$ cat config.mk
export PLATFORM = sky130hd
export DESIGN_NAME = esdi_cmd_sequencer
export DESIGN_NICKNAME = d
export VERILOG_FILES = /design/src/rtl/esdi_cmd_sequencer.sv
export SDC_FILE = /design/constraint.sdc
export NUM_CORES = 1
export LEC_CHECK = 0
export CAP_MARGIN = 0
export CORE_MARGIN = 1.5
export CORE_UTILIZATION = 55
export DETAILED_ROUTE_END_ITERATION = 16
export GPL_TIMING_DRIVEN = 0
export PLACE_DENSITY = 0.78
export SETUP_SLACK_MARGIN = 0.4
export SLEW_MARGIN = 20
export SYNTH_ARGS = -nofsm -noshare
export SYNTH_HDL_FRONTEND = slang
export SYNTH_SLANG_ARGS = --single-unit
$ cat constraint.sdc
create_clock -name csr_aclk -period 3.1 [get_ports csr_aclk]
set_input_delay 0.31 -clock csr_aclk [delete_from_list [all_inputs] [get_ports csr_aclk]]
set_output_delay 0.31 -clock csr_aclk [all_outputs]
set_load 0.01 [all_outputs]
$ cat src/rtl/esdi_cmd_sequencer.sv
// ESDI command sequencer: answers status/config requests locally, forwards other commands to software.
// Optional seek tracking (opcode 0 handled in hardware) is enabled by defining ESDI_SEEK_TRACK_EN.
module esdi_cmd_sequencer #(
  parameter int CFG_AW     = 3,
  parameter int SW_FIFO_AW = 2
) (
  input  logic              csr_aclk,
  input  logic              csr_aresetn,
  input  logic              enable,
  input  logic              cmd_valid,
  output logic              cmd_ready,
  input  logic [15:0]       cmd_data,
  input  logic              cmd_parity_err,
  output logic              resp_valid,
  input  logic              resp_ready,
  output logic [15:0]       resp_data,
  output logic              done_valid,
  output logic              attn_req,
  input  logic [15:0]       status_word,
  input  logic              cfg_we,
  input  logic [CFG_AW-1:0] cfg_addr,
  input  logic [15:0]       cfg_wdata,
  output logic              sw_cmd_valid,
  input  logic              sw_cmd_ready,
  output logic [15:0]       sw_cmd_data,
  input  logic              sw_resp_valid,
  input  logic              sw_resp_none,
  input  logic [15:0]       sw_resp_data,
  output logic [11:0]       cur_cylinder
);

  localparam int CFG_DEPTH  = 2 ** CFG_AW;
  localparam int FIFO_DEPTH = 2 ** SW_FIFO_AW;
  localparam logic [SW_FIFO_AW:0] PTR_ONE = 1;

  typedef enum logic [2:0] {
    IDLE    = 3'd0,
    DECODE  = 3'd1,
    LOOKUP  = 3'd2,
    RESPOND = 3'd3,
    SW_WAIT = 3'd4
  } state_t;

  state_t state_q, state_d;

  logic [15:0]         cmd_q;
  logic                perr_q;
  logic [15:0]         cfg_mem  [CFG_DEPTH];
  logic [15:0]         fifo_mem [FIFO_DEPTH];
  logic [SW_FIFO_AW:0] wr_ptr, rd_ptr;
  logic                fifo_full, fifo_empty, fifo_push, fifo_pop;
  logic [3:0]          opcode;
  logic                cfg_mod_bad;
  logic                is_seek, seek_over, seek_upd;

  assign opcode      = cmd_q[15:12];
  assign cfg_mod_bad = |cmd_q[7:CFG_AW];

`ifdef ESDI_SEEK_TRACK_EN
  assign is_seek   = (opcode == 4'h0);
  assign seek_over = (cmd_q[11:0] > cfg_mem[0][11:0]);
`else
  assign is_seek   = 1'b0;
  assign seek_over = 1'b0;
`endif

  // Full when the low bits match but the wrap bits differ.
  assign fifo_empty   = (wr_ptr == rd_ptr);
  assign fifo_full    = (wr_ptr[SW_FIFO_AW] != rd_ptr[SW_FIFO_AW]) &&
                        (wr_ptr[SW_FIFO_AW-1:0] == rd_ptr[SW_FIFO_AW-1:0]);
  assign fifo_pop     = sw_cmd_ready && !fifo_empty;
  assign sw_cmd_valid = !fifo_empty;
  assign sw_cmd_data  = fifo_mem[rd_ptr[SW_FIFO_AW-1:0]];

  always_ff @(posedge csr_aclk or negedge csr_aresetn) begin
    if (!csr_aresetn) state_q <= IDLE;
    else              state_q <= state_d;
  end

  always_comb begin
    state_d = state_q;
    if (!enable) begin
      state_d = IDLE;
    end else begin
      case (state_q)
        IDLE:    if (cmd_valid) state_d = DECODE;
        DECODE: begin
          if (perr_q)                state_d = IDLE;
          else if (opcode == 4'h2)   state_d = RESPOND;
          else if (opcode == 4'h3)   state_d = LOOKUP;
          else if (is_seek)          state_d = IDLE;
          else if (fifo_full)        state_d = IDLE;
          else                       state_d = SW_WAIT;
        end
        LOOKUP:  state_d = RESPOND;
        RESPOND: if (resp_ready) state_d = IDLE;
        SW_WAIT: if (sw_resp_valid) state_d = sw_resp_none ? IDLE : RESPOND;
        default: state_d = IDLE;
      endcase
    end
  end

  always_comb begin
    cmd_ready  = enable && (state_q == IDLE);
    resp_valid = enable && (state_q == RESPOND);
    done_valid = 1'b0;
    attn_req   = 1'b0;
    fifo_push  = 1'b0;
    seek_upd   = 1'b0;
    if (enable && state_q == DECODE) begin
      if (perr_q) begin
        attn_req   = 1'b1;
        done_valid = 1'b1;
      end else if (opcode == 4'h2) begin
        attn_req   = 1'b0;
      end else if (opcode == 4'h3) begin
        attn_req   = cfg_mod_bad;
      end else if (is_seek) begin
        done_valid = 1'b1;
        attn_req   = seek_over;
        seek_upd   = !seek_over;
      end else if (fifo_full) begin
        attn_req   = 1'b1;
        done_valid = 1'b1;
      end else begin
        fifo_push  = 1'b1;
      end
    end
    if (enable && state_q == SW_WAIT && sw_resp_valid && sw_resp_none) done_valid = 1'b1;
  end

  always_ff @(posedge csr_aclk or negedge csr_aresetn) begin
    if (!csr_aresetn) begin
      cmd_q     <= '0;
      perr_q    <= 1'b0;
      resp_data <= '0;
      wr_ptr    <= '0;
      rd_ptr    <= '0;
    end else begin
      if (cmd_valid && cmd_ready) begin
        cmd_q  <= cmd_data;
        perr_q <= cmd_parity_err;
      end
      if (state_d == RESPOND) begin
        case (state_q)
          DECODE:  resp_data <= (cmd_q[7:0] == 8'h00) ? status_word : 16'h0000;
          LOOKUP:  resp_data <= cfg_mod_bad ? 16'h0000 : cfg_mem[cmd_q[CFG_AW-1:0]];
          SW_WAIT: resp_data <= sw_resp_data;
          default: resp_data <= resp_data;
        endcase
      end
      if (!enable) begin
        rd_ptr <= wr_ptr;
      end else begin
        if (fifo_push) wr_ptr <= wr_ptr + PTR_ONE;
        if (fifo_pop)  rd_ptr <= rd_ptr + PTR_ONE;
      end
    end
  end

  // Storage arrays are not reset; the lookup read samples before this write lands.
  always_ff @(posedge csr_aclk) begin
    if (cfg_we)    cfg_mem[cfg_addr] <= cfg_wdata;
    if (fifo_push) fifo_mem[wr_ptr[SW_FIFO_AW-1:0]] <= cmd_q;
  end

`ifdef ESDI_SEEK_TRACK_EN
  always_ff @(posedge csr_aclk or negedge csr_aresetn) begin
    if (!csr_aresetn)  cur_cylinder <= '0;
    else if (seek_upd) cur_cylinder <= cmd_q[11:0];
  end
`else
  assign cur_cylinder = 12'h000;
`endif

endmodule

# [After elaboration in Yosys (flattened, before gate mapping)]
# Memory sizes are Yosys's and may differ from the RTL's.
# Index checks and enable logic that the tools add are counted.
[word_totals] ff_bits=42 mem_bits_rw=192 input_bits=77 output_inout_bits=49 wordCells=71 mem_count=2
[mem_list] memory="cfg_mem" words=8 word_bits=16 rd=1 rd_ports_with_merged_regs=0 wr=1 line_no="48" text="logic [15:0] cfg_mem [CFG_DEPTH];"
[mem_list] memory="fifo_mem" words=4 word_bits=16 rd=1 rd_ports_with_merged_regs=0 wr=1 line_no="49" text="logic [15:0] fifo_mem [FIFO_DEPTH];"
[classes] addsub=2 eq_ne=11 mux=34 reduce_logical=16
[ops] operator="16-bit one-hot mux with 3 select lines" count=1
[ops] operator="16-bit 2-to-1 mux" count=2
[ops] operator="3-bit 2-to-1 mux" count=10
[ops] operator="1-bit 2-to-1 mux" count=19
[ops] operator="3-bit one-hot mux with 5 select lines" count=1
[ops] operator="3-bit by 2-bit equality test with 1-bit output (second input constant)" count=3
[ops] operator="1-bit logical AND" count=9
[ops] operator="4-bit by 2-bit equality test with 1-bit output (second input constant)" count=2
[ops] operator="8-bit logical NOT" count=1
[ops] operator="3-bit by 1-bit adder with 3-bit output (second input constant)" count=2
[ops] operator="5-bit OR reduction" count=1
[ops] operator="2-bit AND reduction" count=2
[ops] operator="3-bit by 1-bit equality test with 1-bit output (second input constant)" count=1
[ops] operator="3-bit equality test" count=1
[ops] operator="3-bit equality test (second input constant)" count=1
[ops] operator="3-bit logical NOT" count=1
[ops] operator="3-bit nonzero test" count=1
[ops] operator="2-bit equality test" count=1
[ops] operator="2-bit 2-to-1 mux" count=1
[ops] operator="2-bit by 1-bit != test with 1-bit output (second input constant)" count=1
[ops] operator="1-bit logical NOT" count=1
[ops] operator="1-bit != test" count=1

# [Longest topological paths before layout]
[logic_depth] ltp_word=10 depth_mapped=8 depth_no_buf=5

# [Worst setup path before layout]
# Ideal clock, no wire load.
[synth_path] path_type="register -> register" start="register state_q[1]" end="memory fifo_mem[3][0], enable pin" setup_time_ps=375 t_arrival_ps=1927 t_required_ps=2725 slack_ps=798 path_stages_with_launch=5 path_cell_list="dfrtp_1 -> buf_6 -> or4b_4 -> nor4b_4 -> and2_1"
[synth_via] elab_chain_cells=5
[synth_rtl] element="start: declaration" line_no="44" text="state_t state_q, state_d;"
[synth_rtl] element="start signal: assignment" line_no="77" text="else state_q <= state_d;"
[synth_rtl] element="3-bit by 1-bit equality test with 1-bit output" line_no="110" text="if (enable && state_q == DECODE) begin"
[synth_rtl] element="1-bit logical AND" line_no="110"
[synth_rtl] element="1-bit 2-to-1 mux" line_no="110"
[synth_rtl] element="1-bit 2-to-1 mux" line_no="164" text="if (fifo_push) fifo_mem[wr_ptr[SW_FIFO_AW-1:0]] <= cmd_q;"
[synth_rtl] element="1-bit 2-to-1 mux (not written as such)" line_no="164"
[synth_rtl] element="end: declaration" line_no="49"
# Every way passes these cells.

# [Final worst setup path]
[layout_path] start="register rd_ptr[1]" end="output done_valid"
[layout_via] elab_chain_cells=8
[layout_rtl] element="start: declaration" line_no="50" text="logic [SW_FIFO_AW:0] wr_ptr, rd_ptr;"
[layout_rtl] element="start signal: assignment" line_no="153" text="rd_ptr <= wr_ptr;"
[layout_rtl] element="start signal: assignment" line_no="156" text="if (fifo_pop) rd_ptr <= rd_ptr + PTR_ONE;"
[layout_rtl] element="2-bit equality test" line_no="70" text="(wr_ptr[SW_FIFO_AW-1:0] == rd_ptr[SW_FIFO_AW-1:0]);"
[layout_rtl] element="1-bit logical AND" line_no="69" text="assign fifo_full = (wr_ptr[SW_FIFO_AW] != rd_ptr[SW_FIFO_AW]) &&"
[layout_rtl] element="1-bit 2-to-1 mux" line_no="122" text="end else if (fifo_full) begin"
[layout_rtl] element="1-bit 2-to-1 mux" line_no="116" text="end else if (opcode == 4'h3) begin"
[layout_rtl] element="1-bit 2-to-1 mux" line_no="114" text="end else if (opcode == 4'h2) begin"
[layout_rtl] element="1-bit 2-to-1 mux" line_no="111" text="if (perr_q) begin"
[layout_rtl] element="1-bit 2-to-1 mux" line_no="110"
[layout_rtl] element="1-bit 2-to-1 mux" line_no="129" text="if (enable && state_q == SW_WAIT && sw_resp_valid && sw_resp_none) done_valid = 1'b1;"
[layout_rtl] element="end: declaration" line_no="17" text="output logic done_valid,"
# Every way passes these cells.

==> run summary <==
CP max-delay cell: clkdlybuf4s50_1
EDFF count, synth: 192
Max rail drop VDD: 0.514 mV
First-pass GRT wire length: 32200 µm
Req. time, crit path: 2790 ps
Syn. warnings: 0
Die Span Y: 135 µm
Die width: 135 µm
Routed Antenna Nets: 0
CTS root buf: clkbuf_16
Synthesized area per cell: 17.7 µm²
H-tree levels: 1
Clock Skews: 14.2 ps
Rows: 48
Post-DR wirelength/cell: 22.2 µm
Slew @ Worst Pin: 741 ps
RSZ-0062 raised after global routing: yes
Clock Sinks: 234
R2r setup slk: 610 ps
Post-route insts no fill: 947
Max_slew headroom: 50.6%
Hold/Removal Path Class: in -> async
Finish-stage setup viols: 0
Slew Limit Fails: 0
Final HPWL DP: 14300 µm
Initial Util: 55.7%
Mapped Area: 0.00958 mm²
Crit start category: register
Cell taking the most area after synthesis: edfxtp_1
CTS tree: built
# fillers: 1124
DRT Pass-1 Iters: 4
Layout Area Growth over Synthesis: 25.7%
All-Layer GR Usage: 23.7%
#FFs+latches synth: 234
Placed cell count: 901
DR vias: 5553
I/O Buffers: 113
Final hold vios: 0
Buffers & Inverters on Critical Path: 2
CP Cell Sequence: clkbuf_4 -> xor2_1 -> nor3_2 -> a21oi_1 -> o21ai_0 -> clkdlybuf4s50_1
I/O pins: 126
Sequential cell area fraction in the yosys report: 71.2%
Final Cell Area: 0.0120 mm²
Commonest non-fill, non-tap cell in the layout: edfxtp_1
Met3 WL post-DR: 1350 µm
Commonest non-fill, non-tap cells in the layout: edfxtp_1 (192), clkdlybuf4s50_1 (111), dfrtp_1 (42)
Asr flop ratio synth: 17.9%
Top_reg_cell synth: edfxtp_1
Final period util: 87.7%
Final Net Count: 787
MaxCap Viol Count: 0
Met1 wire length: 8390 µm
Final core occ: 70.1%
Cell variety after synth: 51
Areal power density over the cells: 775 mW/mm²
Vias in the first global route: 5971
Final Wtd Congestion: 0.803
Pre-CTS WS: 169 ps
Status: finished, final reports clean
Crit path max fanout: 9
Initial antenna violation count: 0
Met2 routed WL: 10600 µm
Ant. Diodes: 0
Crit. End Element: output pin
FMAX: 368 MHz
Clk pin slew, worst setup/hold paths: 60 ps
Largest net degree at the start of global routing: 27
Top layer in use: met4
Placed Area: 0.0112 mm²
Largest delay share family, worst path: buffers and inverters
Total negative slack: 0 ps
Critical path class: reg -> out
Share of cells above drive strength 1: 22.4%
Worst path max stage delay: 570 ps
Core ar.: 0.0172 mm²
Clock Path Buffers: 3
Vias per cell: 5.86
Drt drc: 0
Cts bufs inserted: 24
Synth top area share: 60.2%
Overflow after GRT: 0
DRT Wirelength: 21000 µm
Clk Latency, worst-skew pair: 520 ps
Final worst setup slack: 380 ps
Synth Instances: 541
P_leak: 0.00426 µW
Die Area: 0.0182 mm²
Tmin final: 2720 ps
Largest cells by area after synthesis: edfxtp_1 (60%), dfrtp_1 (11%), mux4_2 (7.8%)
Initial drt markers: 506
Arrival time at the worst endpoint: 2410 ps
## synth_stat cells (4+ instances only)
library cell,number
nor2_1,25
a311oi_1,6
a221oi_1,7
buf_4,13
ha_1,5
mux4_2,33
mux2i_1,31
nor2b_1,6
dfrtp_1,42
clkbuf_1,10
mux2_2,24
xor2_1,5
buf_2,11
o31ai_2,4
o21a_1,6
a21oi_1,19
a22oi_1,18
nor3b_1,5
edfxtp_1,192
nand2b_1,7
and2_1,6
nand2_1,19
## registers in the layout, indices dropped and copies added (netlist names)
| register | flops |
|---|---|
| state_q | 3 |
| rd_ptr | 3 |
| wr_ptr | 3 |
| fifo_mem | 64 |
| cfg_mem | 128 |
| perr_q | 1 |
| resp_data | 16 |
| cmd_q | 16 |
## power by group
part	switching [µW]	total (µW)	leakage, µW	internal (µW)
combinational	1220	2550	0.00163	1330
sequential	260	4060	0.00226	3800
clock	1140	2730	0.000367	1590
## cell type report
cell class                 instances  area (µm²)  area share, %
sequential                       234        6820           56.6
tap                              225         282           2.34
clock buffer                      29         619           5.14
inverter                           2        7.51         0.0624
clock inverter                    14         131           1.09
multi-input combinational        275        2600           21.6
buffer                            41         270           2.24
timing repair buffer             127        1310           10.9
## layer usage
layer / track usage, % / vias to the layer above
met3: 4.05 / 59
met1: 30.1 / 2819
met5: 0 / -
li1: - / 2453
met4: 9.38 / 0
met2: 41.0 / 222
## cells by family (layout without fill, tap and decap cells)
group                      Yosys count  count (layout)  synth area share [%]
buffers and inverters               43             213                  2.59
AOI/OAI and AO/OA                   77              77                  6.10
adders and majority gates            5               5                 0.653
and+or+nand+nor                     86              86                  4.97
xor gates and xnor gates             7               7                 0.640
muxes                               88              88                  13.8
other                                1              12                0.0392
DFF                                234             234                  71.2
## stage by stage
stage          power (µW)  hold WS (ps)
6_report             9340           395
5_1_grt              9700           415
4_1_cts              9370           407
3_5_place_dp         6590           414
3_3_place_gp         6480           474
2_1_floorplan        5580          14.4
## timing repair
item / 4_1_cts / 5_1_grt
setup endpoints to repair: 27 / 59
hold buffers: 1 / 0
resized for setup: 13 / 7
setup buffers: 1 / 1
endpoints found under the hold margin: 25 / 0
pin swaps: 1 / 1
## final timing paths
path / from / endpoint / depth (start not counted)
setup / recovery: rd_ptr[1]$_DFFE_PN0P_ / done_valid / 6
setup reg to reg: cmd_q[2]$_DFFE_PN0P_ / resp_data[13]$_DFFE_PN0P_ / 7
min in group csr_aclk: cmd_data[9] / cmd_q[9]$_DFFE_PN0P_ / 2
hold reg to reg: resp_data[8]$_DFFE_PN0P_ / resp_data[8]$_DFFE_PN0P_ / 2
max in group asynchronous: csr_aresetn / resp_data[14]$_DFFE_PN0P_ / 3
hold / removal: csr_aresetn / resp_data[1]$_DFFE_PN0P_ / 2
(Power assumes the default switching activity.)
